### config.mk
export PLATFORM = sky130hd
export DESIGN_NAME = rca_seq_ctrl
export DESIGN_NICKNAME = d
export VERILOG_FILES = /design/src/rtl/rca_seq_pkg.sv /design/src/rtl/rca_slice.sv /design/src/rtl/rca_seq_ctrl.sv
export SDC_FILE = /design/constraint.sdc
export NUM_CORES = 1
export LEC_CHECK = 0
export CORE_MARGIN = 1.5
export CORE_UTILIZATION = 46
export DETAILED_ROUTE_END_ITERATION = 8
export PLACE_DENSITY = 0.77
export SLEW_MARGIN = 20
export SYNTH_ARGS = -nofsm -noshare
export SYNTH_HDL_FRONTEND = slang
export SYNTH_HIERARCHICAL = 1
export SYNTH_SLANG_ARGS = --single-unit
### constraint.sdc
create_clock -name clk -period 3.8 [get_ports clk]
set_clock_uncertainty 0.15 [all_clocks]
set_input_delay 1.14 -clock clk [delete_from_list [all_inputs] [get_ports clk]]
set_output_delay 1.14 -clock clk [all_outputs]
set_load 0.02 [all_outputs]
### src/rtl/rca_seq_pkg.sv
// Shared types and sizing helpers for the sequential ripple-carry adder controller.
package rca_seq_pkg;

  typedef enum logic [1:0] {
    IDLE = 2'd0,
    RUN  = 2'd1,
    DONE = 2'd2
  } state_t;

  localparam int W_DEF     = 64;
  localparam int CHUNK_DEF = 8;

  function automatic int calc_n(input int w, input int chunk);
    return w / chunk;
  endfunction

  // A single-chunk operation still needs a 1-bit counter to stay legal.
  function automatic int calc_cnt_w(input int n);
    return (n > 1) ? $clog2(n) : 1;
  endfunction

endpackage

### src/rtl/rca_slice.sv
// CHUNK-bit ripple-carry adder with carry-in, built from a chain of full-adder cells.
module rca_slice #(
  parameter int CHUNK = 8
) (
  input  logic [CHUNK-1:0] i_a,
  input  logic [CHUNK-1:0] i_b,
  input  logic             i_cin,
  output logic [CHUNK-1:0] o_sum,
  output logic             o_cout
);

  logic [CHUNK:0] w_c;

  assign w_c[0] = i_cin;

  for (genvar g = 0; g < CHUNK; g++) begin : g_fa
    assign o_sum[g]  = i_a[g] ^ i_b[g] ^ w_c[g];
    assign w_c[g+1]  = (i_a[g] & i_b[g]) | (w_c[g] & (i_a[g] ^ i_b[g]));
  end

  assign o_cout = w_c[CHUNK];

endmodule

### src/rtl/rca_seq_ctrl.sv
// Multi-cycle W-bit adder: one CHUNK-bit ripple slice reused over W/CHUNK cycles, LSB first.
// Optional subtract mode is enabled by defining RCA_SEQ_SUB_EN.
module rca_seq_ctrl
  import rca_seq_pkg::*;
#(
  parameter int W     = W_DEF,
  parameter int CHUNK = CHUNK_DEF
) (
  input  logic         clk,
  input  logic         rst_n,
  input  logic         in_valid,
  output logic         in_ready,
  input  logic [W-1:0] a,
  input  logic [W-1:0] b,
  input  logic         cin,
`ifdef RCA_SEQ_SUB_EN
  input  logic         sub,
`endif
  output logic         out_valid,
  input  logic         out_ready,
  output logic [W-1:0] sum,
  output logic         cout,
  output logic         busy
);

  localparam int N     = calc_n(W, CHUNK);
  localparam int CNT_W = calc_cnt_w(N);
  localparam logic [CNT_W-1:0] LAST = CNT_W'(N - 1);

  if ((W % CHUNK) != 0 || CHUNK > W) begin : g_bad_cfg
    $error("rca_seq_ctrl: W must be a multiple of CHUNK and CHUNK <= W");
  end

  state_t           r_state;
  state_t           w_state_nxt;
  logic [CNT_W-1:0] r_cnt;
  logic [W-1:0]     r_a_sh;
  logic [W-1:0]     r_b_sh;
  logic [W-1:0]     r_sum_sh;
  logic             r_carry;
  logic [CHUNK-1:0] w_slice_sum;
  logic             w_slice_cout;
  logic [W-1:0]     w_sum_next;
  logic             w_accept;

  assign w_accept = in_valid && (r_state == IDLE);

  rca_slice #(.CHUNK(CHUNK)) u_slice (
    .i_a    (r_a_sh[CHUNK-1:0]),
    .i_b    (r_b_sh[CHUNK-1:0]),
    .i_cin  (r_carry),
    .o_sum  (w_slice_sum),
    .o_cout (w_slice_cout)
  );

  // Each new chunk enters at the MSB end, so after N steps chunk 0 sits at the LSB.
  if (N > 1) begin : g_multi
    assign w_sum_next = {w_slice_sum, r_sum_sh[W-1:CHUNK]};
  end else begin : g_single
    assign w_sum_next = w_slice_sum;
  end

  always_ff @(posedge clk or negedge rst_n) begin
    if (!rst_n) begin
      r_state <= IDLE;
    end else begin
      r_state <= w_state_nxt;
    end
  end

  always_comb begin
    w_state_nxt = r_state;
    case (r_state)
      IDLE:    if (in_valid)       w_state_nxt = RUN;
      RUN:     if (r_cnt == LAST)  w_state_nxt = DONE;
      DONE:    if (out_ready)      w_state_nxt = IDLE;
      default:                     w_state_nxt = IDLE;
    endcase
  end

  always_comb begin
    in_ready  = (r_state == IDLE);
    out_valid = (r_state == DONE);
    busy      = (r_state == RUN) || (r_state == DONE);
  end

  always_ff @(posedge clk or negedge rst_n) begin
    if (!rst_n) begin
      r_cnt    <= '0;
      r_a_sh   <= '0;
      r_b_sh   <= '0;
      r_sum_sh <= '0;
      r_carry  <= 1'b0;
    end else if (w_accept) begin
      r_cnt  <= '0;
      r_a_sh <= a;
`ifdef RCA_SEQ_SUB_EN
      r_b_sh  <= sub ? ~b : b;
      r_carry <= sub ? 1'b1 : cin;
`else
      r_b_sh  <= b;
      r_carry <= cin;
`endif
    end else if (r_state == RUN) begin
      r_cnt    <= r_cnt + 1'b1;
      r_a_sh   <= r_a_sh >> CHUNK;
      r_b_sh   <= r_b_sh >> CHUNK;
      r_sum_sh <= w_sum_next;
      r_carry  <= w_slice_cout;
    end
  end

  assign sum  = r_sum_sh;
  assign cout = r_carry;

endmodule
==> metrics.txt, run 1 <==
Post-Place Cell Area between 10000 and 15000 um2; setup ws final 0.167 ns; vias 5949; row count 50; clk sink count approximately 200; post-synth top area share 56.6%; syn nets approximately 890; most common cell after layout, fill and taps aside clkdlybuf4s50_1; fraction of registers with async set/reset 100%; final worst-path cycle share around 96%; CTS Buf Count 17; first-pass GRT wire length 31000 um; fin cells 1169; ys flop type dfrtp_1; chip width ~140 um; Area contributors post-synth dfrtp_1 57%, mux2i_1 13%, mux2_2 8.5%; worst slew pin tran about 0.93 ns; Slew Viols, Final 0; Critical Path RT 4.02 ns; vias in the first global route ~6000; DR WL/cell 16.1 um; htree depth 4; routed vias/inst roughly 5; Mapped Area between 8000 and 9000 um2; critical path peak fanout 2; layout cells sized above 1 about an eighth; Initial DRT Pass Iterations 5; Routed Antenna Nets 0; cells along the critical path fa_2, inv_1, fa_1, inv_1, fa_2, fa_2, fa_2, fa_2, fa_2, inv_2, fa_1, inv_1, mux2_2; Worst Hold Class reg2reg; Area Overhead vs Synth 32.0%; CP Class reg2reg; RD Place Congestion ~0.8; nets@finish approximately 1100; Final Cell Area between 10000 and 15000 um2; clk buf depth 2; clk slew on worst S/H paths approximately 0.070 ns; Synth Instances around 740; placed insts ~1100; pwr dens just under 900 nW/um2; post-synthesis register bit count 198; Period minus WS final between 3 and 4 ns; Max Clk Rate roughly 0.28 GHz; I/O pin count between 200 and 250; post-synthesis cell type count 21; Global Route Usage Sum between 10% and 20%; final wirelength 18800 um; synth warn 6; pin count of the biggest net entering global routing around 120; Post-Place Worst Slack -0.0887 ns; root buffer cell clkbuf_16; worst vdd ir between 0.0003 and 0.0004 V; Worst R2R Start r_a_sh[0]$_DFFE_PN0P_; final setup fails 0; slowest CP cell dfrtp_1; Lkg Pwr 4.89 nW; Register Area between 4000 and 5000 um2; fillers between 1500 and 2000; RSZ-0062 raised after global routing no; Post-synth EDFFs 0; die area 19900 um2; clk_lat worst skew approximately 0.43 ns; Final Hold Fails 0; Crit path max-delay family adder cells; Die Y-Extent roughly 140 um; Avg Synthesized Cell Area roughly 12 um2; multi-input logic area 3430 um2; critical path endpoint category flip-flop; critical path startpoint r_a_sh[0]$_DFFE_PN0P_; sequential area share after synthesis between 50 and 60%; Max-Cap Viols 0; final HPWL from detailed placement approximately 13000 um; hold_sp sum[6]$_DFFE_PN0P_; critical path buffer and inverter count 4; Critical Path Start Type flip-flop; drc violations 0; gr ovfl total 0; area leader, netlist dfrtp_1; Max-slew headroom a little under two fifths; port bufs 200; most used cell, CP fa_2; TritonCTS clock tree done; most frequent cells in the layout 199 x clkdlybuf4s50_1, 198 x dfrtp_1, 129 x nand2_1; drt initial violations around 280; CP peak stage delay 0.41 ns; core area ~19000 um2; initial antenna violation count 3; Initial Utilization approximately 47%; status finished clean; Worst Path Arrival approximately 3.9 ns
[routing by layer]
layer	track usage (%)	wire length [um]	up-vias
met3	5.67	1120	28
li1	-	-	2886
met4	7.35	388	4
met2	31.2	8790	172
met5	0	27	-
met1	26.6	8490	2859
[area by class of cell]
class	count	area share [%]
Antenna cell	1	0.0217
Inverter	15	0.487
Clock inverter	11	1.39
Multi-Input combinational cell	475	29.7
Tap cell	234	2.53
Sequential cell	198	42.9
Clock buffer	21	4.07
Timing Repair Buffer	214	18.9
[synth_stat cells, types with 2 or more instances]
master	number
nand2b_1	16
clkbuf_1	11
nor2_1	3
buf_4	7
o21ai_0	84
mux2_2	66
mux2i_1	115
dfrtp_1	198
ha_1	6
buf_6	12
inv_1	15
clkbuf_2	2
o21ai_1	45
fa_1	8
buf_2	17
nand2_1	129
[flip-flops by register name, indices dropped and copies added (netlist names)]
name and cells:
r_cnt 3, sum 64, cout 1, r_a_sh 64, r_state 2, r_b_sh 64
[repair_timing]
action / in CTS / in global routing
buffers inserted: 1 / 0
gates resized for setup: 3 / 4
endpoints found under the setup margin: 1 / 2
pin swaps: 0 / 0
cloned: 0 / 0
hold buffers: 0 / 0
[cells by family after synthesis]
logic type	share of synthesized area, %
buffers and inverters	4.60
AOI/OAI and AO/OA	7.49
xor gates and xnor gates	0.100
and+or+nand+nor	6.88
adders and majority gates	2.69
muxes	21.6
DFF	56.6
[worst paths after layout]
kind	cells past startpoint	slack [ns]	end
max	13	0.17	sum[63]$_DFFE_PN0P_
min	1	0.35	sum[6]$_DFFE_PN0P_
max reg2reg	13	0.17	sum[63]$_DFFE_PN0P_
min reg2reg	1	0.35	sum[6]$_DFFE_PN0P_
max in group asynchronous	2	2.26	r_b_sh[45]$_DFFE_PN0P_
min in group asynchronous	1	0.56	sum[14]$_DFFE_PN0P_
[per-stage QoR]
stage	utilization [%]	setup TNS, ns	power (mW)	hold WS [ns]
6_report	61.8	0	10.3	0.354
4_1_cts	61.7	0	10.4	0.361
2_1_floorplan	-	0	6.88	0.340
5_1_grt	61.7	0	11.0	0.366
3_5_place_dp	58.2	-0.0887	8.45	0.345
3_3_place_gp	58.2	-0.0382	8.27	0.340
[report_power, final]
group          internal [mW]  switching [mW]  leakage, nW
Combinational           2.33            2.15         2.14
Clock                   1.10           0.808        0.310
Sequential              3.18           0.727         2.44
Power figures use the tool's default switching activity.
==> run 2: changes to the inputs <==
CORE_ASPECT_RATIO = 1.25   (was default)
SETUP_SLACK_MARGIN = 0.4   (was default)
==> metrics.txt, run 2 (same netlist as run 1, synthesis figures left out) <==
status finished clean (unchanged); most common cell after layout, fill and taps aside clkdlybuf4s50_1 (unchanged); routed vias/inst 5.05 (was 5.09); CP Class reg2reg (unchanged); Worst Hold Class reg2reg (unchanged); critical path peak fanout 2 (unchanged); CTS Buf Count 17 (unchanged); clk buf depth 2 (unchanged); Max Clk Rate 0.274 GHz (was 0.275 GHz); Worst Reg-to-Reg Cells 13 (unchanged); worst slew pin tran 0.854 ns (was 0.932 ns); Fin Hold WS 0.357 ns (was 0.354 ns); Initial Utilization 46.8% (about the same); core area 18700 um2 (about the same); I/O pin count 201 (unchanged); critical path buffer and inverter count 4 (unchanged); critical path depth 13 (unchanged); drc violations 0 (unchanged); chip width 126 um (was 141 um); vias 5889 (was 5949); CP peak stage delay 0.42 ns (was 0.41 ns); initial antenna violation count 0 (was 3); final worst-path cycle share 95.9% (was 95.6%); critical path endpoint category flip-flop (unchanged); clk sink count 198 (unchanged); cells along the critical path fa_2, inv_2, fa_1, inv_2, fa_2, fa_2, fa_2, fa_2, fa_2, inv_2, fa_1, inv_1, mux2_2 (was fa_2, inv_1, fa_1, inv_1, fa_2, fa_2, fa_2, fa_2, fa_2, inv_2, fa_1, inv_1, mux2_2); DR WL/cell 16.3 um (was 16.1 um); vias in the first global route 5978 (was 5987); Hold Path Stages 1 (unchanged); nets@finish 1067 (was 1068); die area 19900 um2 (about the same); Crit path max-delay family adder cells (unchanged); Period minus WS final 3.64 ns (was 3.63 ns); layout cells sized above 1 13.4% (was 13.1%); drt initial violations 280 (was 283); total power 10.3 mW (about the same); htree depth 4 (unchanged); RD Place Congestion 0.788 (was 0.783); row count 56 (was 50); gr ovfl total 0 (unchanged); Worst Path Arrival 3.87 ns (was 3.85 ns); Routed Antenna Nets 0 (unchanged); Die Y-Extent 157 um (was 141 um); TritonCTS clock tree done (unchanged); Max-slew headroom 43.0% (was 37.9%); final HPWL from detailed placement 13500 um (was 13300 um); Lkg Pwr 4.87 nW (was 4.89 nW); root buffer cell clkbuf_16 (unchanged); most used cell, CP fa_2 (unchanged); Area Overhead vs Synth 31.7% (was 32.0%); Critical Path RT 4.02 ns (about the same); Critical Path Start Type flip-flop (unchanged); pwr dens 893 nW/um2 (was 892 nW/um2); fillers 1520 (was 1516); first-pass GRT wire length 30800 um (was 31000 um); clk slew on worst S/H paths 0.07 ns (about the same); worst vdd ir 0.000474 V (was 0.000346 V); Final Hold Fails 0 (unchanged); antenna diode count 0 (was 1); Global Route Usage Sum 19.9% (about the same); RSZ-0062 raised after global routing yes (was no); Max-Cap Viols 0 (unchanged); slowest CP cell dfrtp_2 (was dfrtp_1); clk_lat worst skew 0.43 ns (about the same); Setup TNS 0 ns (unchanged); port bufs 200 (unchanged); Slew Viols, Final 0 (unchanged); most frequent cells in the layout 199 x clkdlybuf4s50_1, 197 x dfrtp_1, 129 x nand2_1 (was 199 x clkdlybuf4s50_1, 198 x dfrtp_1, 129 x nand2_1); final setup fails 0 (unchanged); hold-fix buffer count after cts 0 (unchanged); Initial DRT Pass Iterations 4 (was 5); pin count of the biggest net entering global routing 110 (was 119); final wirelength 19000 um (was 18800 um)
-- run 2: cell count changes in the layout (fill, tap and decap cells not counted), sizes merged --
cell	previous run	this run
bufinv	3	2
clkinv	3	5
clkinvlp	0	1
diode	1	0
clkbuf	22	18
inv	20	22
buf	14	13
-- run 2: area by class of cell --
class / instances / area, um2 / share of cell area (%)
Inverter: 15 / 56.3 / 0.488
Multi-Input combinational cell: 475 / 3430 / 29.8
Clock inverter: 15 / 189 / 1.64
Timing Repair Buffer: 213 / 2180 / 18.9
Sequential cell: 198 / 4960 / 43.0
Clock buffer: 17 / 425 / 3.69
Tap cell: 232 / 290 / 2.52
-- run 2: layer usage --
metal / routed length, um / global-route usage, % / vias to the layer above
met2: 9790 / 35.1 / 146
met3: 826 / 4.59 / 19
met1: 8100 / 24.5 / 2844
met4: 265 / 6.08 / 0
li1: - / - / 2880
met5: 0 / 0 / -
-- run 2: metrics by stage --
step,util (%),std cells,setup slack (ns),instance area (um2)
3_5_place_dp,58.3,1132,0.106,10900
3_3_place_gp,58.3,1132,0.171,10900
6_report,61.6,1165,0.156,11500
4_1_cts,61.6,1165,0.148,11500
2_1_floorplan,-,739,0.203,8770
5_1_grt,61.6,1165,0.0667,11500
-- run 2: final timing paths --
path	end	slack, ns	from
hold reg to reg	sum[0]$_DFFE_PN0P_	0.36	sum[0]$_DFFE_PN0P_
hold / removal	sum[0]$_DFFE_PN0P_	0.36	sum[0]$_DFFE_PN0P_
setup reg to reg	sum[63]$_DFFE_PN0P_	0.16	cout$_DFFE_PN0P_
max in group asynchronous	r_a_sh[32]$_DFFE_PN0P_	2.00	rst_n
min in group asynchronous	sum[32]$_DFFE_PN0P_	0.68	rst_n
setup / recovery	sum[63]$_DFFE_PN0P_	0.16	cout$_DFFE_PN0P_
-- run 2: timing repair --
item	4_1_cts	5_1_grt
setup endpoints to repair	3	3
resized for setup	0	2
pin swaps	3	0
setup buffers	1	0
-- run 2: power breakdown --
group / total [mW] / switching, mW / leakage (nW) / internal, mW
Combinational: 4.51 / 2.17 / 2.13 / 2.35
Sequential: 3.91 / 0.732 / 2.44 / 3.18
Clock: 1.86 / 0.860 / 0.299 / 1.00
==> run 3: changes to the inputs <==
PLACE_DENSITY = default   (was 0.77)
PLACE_DENSITY_LB_ADDON = 0.2   (was default)
==> metrics.txt, run 3 (same netlist as run 1, synthesis figures left out) <==
clk buf depth 2 (unchanged); # Post-CTS Setup Buffers 0 (was 1); Worst Hold Class reg2reg (unchanged); pwr dens 877 nW/um2 (was 893 nW/um2); Initial DRT Pass Iterations 4 (unchanged); RSZ-0062 raised after global routing yes (unchanged); critical path peak fanout 2 (unchanged); initial antenna violation count 1 (was 0); Worst R2R Start r_a_sh[0]$_DFFE_PN0P_ (was cout$_DFFE_PN0P_); vias 5867 (was 5889); worst vdd ir 0.000681 V (was 0.000474 V); Critical Path RT 4.01 ns (was 4.02 ns); worst reg2reg endpoint sum[63]$_DFFE_PN0P_ (unchanged); first-pass GRT wire length 30500 um (was 30800 um); clk slew on worst S/H paths 0.07 ns (about the same); CP Class reg2reg (unchanged); Fin Hold WS 0.354 ns (was 0.357 ns); DR WL/cell 15.9 um (was 16.3 um); final HPWL from detailed placement 13100 um (was 13500 um); Global Route Usage Sum 19.5% (was 19.9%); core area 18700 um2 (unchanged); fin cells 1166 (was 1165); drt initial violations 383 (was 280); reg2reg setup slack 0.18 ns (was 0.16 ns); cells along the critical path fa_2, inv_2, fa_1, inv_1, fa_2, fa_2, fa_2, fa_2, fa_2, inv_2, fa_1, inv_1, mux2_2 (was fa_2, inv_2, fa_1, inv_2, fa_2, fa_2, fa_2, fa_2, fa_2, inv_2, fa_1, inv_1, mux2_2); chip width 126 um (unchanged); pin count of the biggest net entering global routing 65 (was 110); most frequent cells in the layout 199 x clkdlybuf4s50_1, 197 x dfrtp_1, 129 x nand2_1 (unchanged); gr ovfl total 0 (unchanged); die area 19900 um2 (unchanged); most common cell after layout, fill and taps aside clkdlybuf4s50_1 (unchanged); Die Y-Extent 157 um (unchanged); Crit path max-delay family adder cells (unchanged); Period minus WS final 3.62 ns (was 3.64 ns); critical path buffer and inverter count 4 (unchanged); Max Clk Rate 0.276 GHz (was 0.274 GHz); Setup TNS 0 ns (unchanged); final worst-path cycle share 95.2% (was 95.9%); Area Overhead vs Synth 31.4% (was 31.7%); Final Hold Fails 0 (unchanged); drc violations 0 (unchanged); critical path depth 13 (unchanged); routed vias/inst 5.03 (was 5.05); worst slew pin tran 0.786 ns (was 0.854 ns); final wirelength 18500 um (was 19000 um); slowest CP cell dfrtp_1 (was dfrtp_2); nets@finish 1066 (was 1067); Worst Reg-to-Reg Cells 13 (unchanged); Slew Viols, Final 0 (unchanged); Initial Utilization 46.8% (unchanged); hold-fix buffer count after cts 0 (unchanged); critical path startpoint r_a_sh[0]$_DFFE_PN0P_ (was cout$_DFFE_PN0P_); Worst Path Arrival 3.83 ns (was 3.87 ns); I/O pin count 201 (unchanged); RD Place Congestion 0.784 (was 0.788); Max-Cap Viols 0 (unchanged); post-CTS sizing 0 (unchanged); Critical Path Start Type flip-flop (unchanged); most used cell, CP fa_2 (unchanged); Lkg Pwr 4.84 nW (was 4.87 nW); TritonCTS clock tree done (unchanged); CP peak stage delay 0.41 ns (was 0.42 ns); CTS Buf Count 17 (unchanged); layout cells sized above 1 13.0% (was 13.4%); clk sink count 198 (unchanged); port bufs 200 (unchanged); root buffer cell clkbuf_16 (unchanged); vias in the first global route 5958 (was 5978); placed insts 1132 (unchanged); worst setup path endpoint sum[63]$_DFFE_PN0P_ (unchanged); clk_lat worst skew 0.42 ns (was 0.43 ns); status finished clean (unchanged); Routed Antenna Nets 0 (unchanged); Max-slew headroom 47.6% (was 43.0%); final setup fails 0 (unchanged); critical path endpoint category flip-flop (unchanged); row count 56 (unchanged); htree depth 4 (unchanged)
## run 3: cell count changes in the layout (fill, tap and decap cells not counted), moves of 2 or more
| cell | change |
|---|---|
| clkinvlp_4 | +4 |
| buf_4 | -3 |
| inv_6 | -3 |
| buf_12 | +2 |
| clkbuf_1 | +2 |
| clkinv_8 | -2 |
| diode_2 | +2 |
## run 3: final cells by class
cell class / count / area (um2)
clock inverter: 12 / 121
fill: 1555 / 7210
sequential: 198 / 4960
clock buffer: 20 / 447
timing repair buffer: 212 / 2200
antenna: 2 / 5.00
tap: 232 / 290
multi-input combinational: 475 / 3430
inverter: 15 / 56.3
## run 3: metal layers
metal  global-route usage, %  share of wire, %  vias up
li1                        -                 -     2894
met1                    26.1                46     2825
met2                    32.5                50      136
met3                    4.18               3.6       12
met4                    4.93              0.88        0
met5                       0                 0        -
## run 3: how the worst min path moves through the flow
stage	endpoint	cells past startpoint	from
floorplan	r_cnt[1]$_DFFE_PN0P_	2	r_cnt[1]$_DFFE_PN0P_
global placement	sum[0]$_DFFE_PN0P_	1	sum[0]$_DFFE_PN0P_
detailed placement	sum[6]$_DFFE_PN0P_	1	sum[6]$_DFFE_PN0P_
CTS	sum[6]$_DFFE_PN0P_	1	sum[6]$_DFFE_PN0P_
global route	sum[5]$_DFFE_PN0P_	1	sum[5]$_DFFE_PN0P_
finish	sum[6]$_DFFE_PN0P_	1	sum[6]$_DFFE_PN0P_
## run 3: worst register-to-register path, cell delays in order (launching register included)
cell and delay (ns):
dfrtp_1 0.41, fa_2 0.39, inv_2 0.06, fa_1 0.15
inv_1 0.05, fa_2 0.33, fa_2 0.35, fa_2 0.35
fa_2 0.34, fa_2 0.34, inv_2 0.06, fa_1 0.39
inv_1 0.06, mux2_2 0.13
## run 3: report_power, final
group	switching, mW	internal [mW]	total (mW)	leakage (nW)
registers	0.707	3.18	3.89	2.44
clock network	0.796	0.935	1.73	0.263
logic	2.13	2.33	4.47	2.13
## run 3: metrics by stage
stage / util [%] / setup WS (ns) / total power [mW] / cell area (um2)
after floorplan: - / 0.203 / 6.90 / 8770
after global placement: 58.4 / 0.184 / 8.31 / 10900
after detailed placement: 58.4 / 0.149 / 8.46 / 10900
after CTS: 61.4 / 0.180 / 10.2 / 11500
after global routing: 61.4 / 0.0403 / 10.8 / 11500
final: 61.5 / 0.182 / 10.1 / 11500
